[src/rtl/ps2_kbd_rx.sv]
// rtl/ps2_kbd_rx.sv - PS/2 keyboard scan-code receiver with prefix decoding
//
// Receives 11-bit PS/2 frames (start, 8 data LSB-first, odd parity, stop)
// on the system clock, folds 0xE0 / 0xF0 prefixes into flags and presents
// one key event per non-prefix byte.
//
// Optional feature: define PS2_RX_TIMEOUT_EN to abandon a frame when no
// ps2_clk falling edge arrives for TIMEOUT clk_sys cycles.
//
// Ports:
//   clk_sys      in   system clock, rising edge
//   reset_n      in   asynchronous active-low reset
//   ps2_clk      in   raw PS/2 clock (idles high)
//   ps2_data     in   raw PS/2 data
//   key_valid    out  one-cycle strobe, key event available
//   key_code     out  scan code of the last event (held)
//   key_extended out  last event was prefixed by 0xE0 (held)
//   key_released out  last event was prefixed by 0xF0 (held)
//   frame_err    out  one-cycle strobe, frame rejected
//   err_count    out  saturating count of rejected frames

module ps2_kbd_rx #(
  parameter int TIMEOUT = 2000
) (
  input  logic       clk_sys,
  input  logic       reset_n,
  input  logic       ps2_clk,
  input  logic       ps2_data,
  output logic       key_valid,
  output logic [7:0] key_code,
  output logic       key_extended,
  output logic       key_released,
  output logic       frame_err,
  output logic [7:0] err_count
);

  typedef enum logic [1:0] {
    S_IDLE,
    S_DATA,
    S_PARITY,
    S_STOP
  } state_t;

  // A timeout below 2 cycles cannot be told apart from a normal bit period.
  if (TIMEOUT < 2) begin : g_bad_timeout
    $error("ps2_kbd_rx: TIMEOUT must be at least 2");
  end

  logic [1:0] clk_sync_q;
  logic [1:0] dat_sync_q;
  logic       clk_prev_q;
  logic       fall;
  logic       rx_bit;

  state_t     state_q;
  logic [2:0] bit_cnt_q;
  logic [7:0] shift_q;
  logic       par_ok_q;
  logic       ext_flag_q;
  logic       rel_flag_q;

  logic       key_valid_q;
  logic [7:0] key_code_q;
  logic       key_extended_q;
  logic       key_released_q;
  logic       frame_err_q;
  logic [7:0] err_count_q;

  // Synchronizers reset to 1 so the idle-high lines never look like an edge
  // coming out of reset.
  always_ff @(posedge clk_sys or negedge reset_n) begin
    if (!reset_n) begin
      clk_sync_q <= 2'b11;
      dat_sync_q <= 2'b11;
      clk_prev_q <= 1'b1;
    end else begin
      clk_sync_q <= {clk_sync_q[0], ps2_clk};
      dat_sync_q <= {dat_sync_q[0], ps2_data};
      clk_prev_q <= clk_sync_q[1];
    end
  end

  // Edge is seen combinationally in the cycle the synchronized clock drops,
  // so the decode register lands on the third clk_sys edge after the raw fall.
  assign fall   = clk_prev_q & ~clk_sync_q[1];
  assign rx_bit = dat_sync_q[1];

`ifdef PS2_RX_TIMEOUT_EN
  localparam int TMO_W = $clog2(TIMEOUT);
  logic [TMO_W-1:0] tmo_cnt_q;
`endif

  always_ff @(posedge clk_sys or negedge reset_n) begin
    if (!reset_n) begin
      state_q        <= S_IDLE;
      bit_cnt_q      <= 3'd0;
      shift_q        <= 8'h00;
      par_ok_q       <= 1'b0;
      ext_flag_q     <= 1'b0;
      rel_flag_q     <= 1'b0;
      key_valid_q    <= 1'b0;
      key_code_q     <= 8'h00;
      key_extended_q <= 1'b0;
      key_released_q <= 1'b0;
      frame_err_q    <= 1'b0;
      err_count_q    <= 8'h00;
`ifdef PS2_RX_TIMEOUT_EN
      tmo_cnt_q      <= '0;
`endif
    end else begin
      key_valid_q <= 1'b0;
      frame_err_q <= 1'b0;

      if (fall) begin
`ifdef PS2_RX_TIMEOUT_EN
        tmo_cnt_q <= '0;
`endif
        case (state_q)
          S_IDLE: begin
            // A falling edge with data high is not a start bit; ignore it.
            if (!rx_bit) begin
              state_q   <= S_DATA;
              bit_cnt_q <= 3'd0;
            end
          end

          S_DATA: begin
            shift_q   <= {rx_bit, shift_q[7:1]};
            bit_cnt_q <= bit_cnt_q + 3'd1;
            if (bit_cnt_q == 3'd7) begin
              state_q <= S_PARITY;
            end
          end

          S_PARITY: begin
            // Odd parity: XOR over data plus parity bit must be 1.
            par_ok_q <= ^{shift_q, rx_bit};
            state_q  <= S_STOP;
          end

          S_STOP: begin
            state_q <= S_IDLE;
            if (rx_bit && par_ok_q) begin
              if (shift_q == 8'hE0) begin
                ext_flag_q <= 1'b1;
              end else if (shift_q == 8'hF0) begin
                rel_flag_q <= 1'b1;
              end else begin
                key_valid_q    <= 1'b1;
                key_code_q     <= shift_q;
                key_extended_q <= ext_flag_q;
                key_released_q <= rel_flag_q;
                ext_flag_q     <= 1'b0;
                rel_flag_q     <= 1'b0;
              end
            end else begin
              frame_err_q <= 1'b1;
              ext_flag_q  <= 1'b0;
              rel_flag_q  <= 1'b0;
              if (err_count_q != 8'hFF) begin
                err_count_q <= err_count_q + 8'd1;
              end
            end
          end

          default: state_q <= S_IDLE;
        endcase
      end
`ifdef PS2_RX_TIMEOUT_EN
      else if (state_q != S_IDLE) begin
        if (tmo_cnt_q == TMO_W'(TIMEOUT - 1)) begin
          tmo_cnt_q   <= '0;
          state_q     <= S_IDLE;
          frame_err_q <= 1'b1;
          ext_flag_q  <= 1'b0;
          rel_flag_q  <= 1'b0;
          if (err_count_q != 8'hFF) begin
            err_count_q <= err_count_q + 8'd1;
          end
        end else begin
          tmo_cnt_q <= tmo_cnt_q + 1'b1;
        end
      end else begin
        tmo_cnt_q <= '0;
      end
`endif
    end
  end

  assign key_valid    = key_valid_q;
  assign key_code     = key_code_q;
  assign key_extended = key_extended_q;
  assign key_released = key_released_q;
  assign frame_err    = frame_err_q;
  assign err_count    = err_count_q;

endmodule

[config.mk]
export PLATFORM = sky130hd
export DESIGN_NAME = ps2_kbd_rx
export DESIGN_NICKNAME = d
export VERILOG_FILES = /design/src/rtl/ps2_kbd_rx.sv
export SDC_FILE = /design/constraint.sdc
export NUM_CORES = 1
export LEC_CHECK = 0
export CAP_MARGIN = 20
export CORE_MARGIN = 1
export CORE_UTILIZATION = 42
export CTS_CLUSTER_SIZE = 20
export DETAILED_ROUTE_END_ITERATION = 6
export HOLD_SLACK_MARGIN = 0.06
export PLACE_DENSITY = 0.66
export RECOVER_POWER = 25
export SLEW_MARGIN = 25
export SYNTH_ARGS = -nofsm -noshare
export SYNTH_HDL_FRONTEND = slang
export SYNTH_SLANG_ARGS = --single-unit
[constraint.sdc]
create_clock -name clk_sys -period 3 [get_ports clk_sys]
set_input_delay 0.45 -clock clk_sys [delete_from_list [all_inputs] [get_ports clk_sys]]
set_output_delay 0.45 -clock clk_sys [all_outputs]
set_load 0.02 [all_outputs]
==> flow_summary.toml <==
[sta]
holdWs_ps = 357
achievable-frequency_mhz = 503
final_period_minus_worst_setup_slack_ps = 1990
setup-tns-final_ps = 0
worst_slew_margin_rel = -0.414
slew_violations = 42
rsz_0062_raised_after_global_routing = "false"
finClkSkew_ps = 6.12
final_min_period_over_clock_period = 0.662
worst_pin_slew_ps = 2120
hold_viol_final = 0
finalSetupViolCount = 0

[clock_network]
htreeDepth = 2
cts_hold_buf = 0
post-cts-setup-buffer-count = 0
clk_root_buffer_cell = "clkbuf_8"
cts_resized = 0
clock-sinks = 41
tritoncts = "yes"
cts.reportedPaths.clkPinSlew_ps = 70
cts_max_path_buffers = 2
numCtsBuffers = 5
clock_network_latency_to_the_later_pin_of_the_worst_skew_pair_ps = 290

[critical_path]
worst_setup_path_start_kind = "primary input"
cp_num_buf_inv = 1
required_ps = 2970
critical_path.endpoint_type = "asynchronous set/reset pin"
crit_fanout = 41
critical_path_arrival_ps = 1960
crit_path_cell_trace = "clkbuf_1"
critical_path.slowest_cell = "clkbuf_1"
criticalPathCategory = "in2async"
critical_path.max_stage_delay_ps = 1480
timing.critical_path.max_delay_family = "buffers and inverters"

[place]
place_congestion = 0.754
io_buffer_count = 23
detailed_place_hpwl_um = 2030

[die]
number_of_top_level_pins = 24
std_cell_rows = 23
design.die.area_um2 = 4550
design.core.area_um2 = 4060
dieHeight_um = 67.5
initial_core_util = 0.443
die_w_um = 67.5

[layout]
layout.cells.most_common_list = "36 x dfrtp_1, 20 x clkdlybuf4s50_1, 14 x mux2_2"
insertedDiodeCount = 0
area_growth_pct = 20.3
final_util = 0.533
drive_above_1_share = 0.215
layout.cells.most_common = "dfrtp_1"
fillerInstances = 342
final_nets = 173

[synthesis]
synth_xor_xnor_area_share = 0.0612
yosys_warnings = 0
syn_inst = 132
yosys.area_share.adder = 0.0487
synthesis.area_per_instance_um2 = 13.6
yosysSeqAreaShare = 0.574
synth_ff_type = "dfrtp_1"
syn_area_um2 = 1800
ys_types = 31
ys_seq_elements = 41
synth_top_family_by_area = "multiplexers"
ys_async_sr_fraction = 1.00
synth_nets = 143
synth_edf_count = 0
synth_simple_gate_area_frac = 0.0834
synth_compound_area_frac = 0.0487
post_synth_mux_area_share = 0.166

[drt]
detail_route.vias_per_cell = 5.20
finalWirelength_um = 2890
dr.first_iter.drc_count = 55
detail_route.drc_violations = 0
antenna_violating_nets_post_route = 0
drt-pass1-iter-count = 4
routedWlPerCell_um = 13.6
detailroute.via_count = 1108

[global_routing]
first_pass_grt_wire_length_um = 4910
antenna_violations_before_repair = 0
grt_pass1_vias = 1062
groute.usage.overall = 0.153
pin_count_of_the_biggest_net_entering_global_routing = 42
total_congestion_overflow_after_global_routing = 0

[job]
max_cap_violations = 1

[power_and_ir_drop]
cell_pwr_density_nw_per_um2 = 825
power.static_leakage_uw = 0.00101
ir_worst_vdd_v = 0.000386

[run_status]
failed_checks = "capacitance limit, slew limit"
outcome = "complete, but fails checks"

[hold_path]
timing.hold.worst.class = "reg2reg"
## sequential cells by signal (all words and copies together), names as in the netlist
name and cells:
bit_cnt_q 3, clk_prev_q 1, clk_sync_q 2, dat_sync_q 2, err_count 8, ext_flag_q 1, frame_err 1, key_code 8
key_extended 1, key_released 1, key_valid 1, par_ok_q 1, rel_flag_q 1, shift_q 8, state_q 2
## layout make-up
cell class	count	area, µm²	share of cell area
flip-flops and latches	41	1030	0.477
multi-input cells	84	733	0.339
repair buffers	24	231	0.107
clock buffers	6	72.6	0.0335
well taps	50	62.6	0.0289
inverters	6	22.5	0.0104
clock inverters	2	10.0	0.00462
## per-stage QoR
step           instances  total power, µW  setup WS [ps]  cell area [µm²]
6_report             213             1790           1010             2160
5_1_grt              213             1930            607             2160
4_1_cts              213             1820           1130             2170
3_5_place_dp         205             1470           1220             2080
3_3_place_gp         205             1440           1300             2080
2_1_floorplan        132             1270           1410             1800
## per-layer routing
layer  vias up  track usage  share of wire
met4         0       0.0479         0.0093
li1        524            -              -
met3         2       0.0693          0.049
met5         -            0              0
met2        32        0.234           0.47
met1       550        0.193           0.47
## synth_stat cells, types with 2 or more instances
master,count,share of area
a21oi_1,2,0.0056
mux2_4,8,0.067
mux2_2,14,0.088
mux2i_1,2,0.011
nand3_1,3,0.0083
dfstp_2,5,0.073
a22o_1,2,0.0097
ha_1,7,0.049
nand2_1,7,0.015
inv_1,6,0.013
o21ai_0,2,0.0056
xor2_1,5,0.024
xnor2_1,5,0.024
nor2_1,8,0.017
a31oi_1,4,0.014
nor3_1,2,0.0056
dfrtp_1,36,0.50
## final timing paths
kind | start | to | slack [ps] | depth (start not counted)
max | reset_n | err_count[0] | 1010 | 1
max reg2reg | state_q[0] | key_code[0] | 1200 | 6
min | dat_sync_q[0] | dat_sync_q[1] | 360 | 0
min reg2reg | dat_sync_q[0] | dat_sync_q[1] | 360 | 0
min in group asynchronous | reset_n | bit_cnt_q[2] | 770 | 1
max in group clk_sys | err_count[2] | err_count[2] | 1150 | 1
## kinds of logic (layout without fill, tap and decap cells)
logic type / after synthesis / in the layout
flip-flops: 41 / 41
AND/OR/NAND/NOR: 29 / 29
multiplexers: 24 / 24
AO/OA/AOI/OAI: 13 / 13
XOR/XNOR: 11 / 11
adder cells (fa/ha/maj): 7 / 7
buffers and inverters: 7 / 38
## where the power goes
part	leakage (µW)	internal (µW)	total, µW	switching [µW]
Sequential	0.000531	695	841	146
Combinational	0.000439	357	606	250
Clock	0.0000450	161	339	178
Total	0.00101	1210	1790	574
Note: power is estimated with default switching activity, not from simulation.
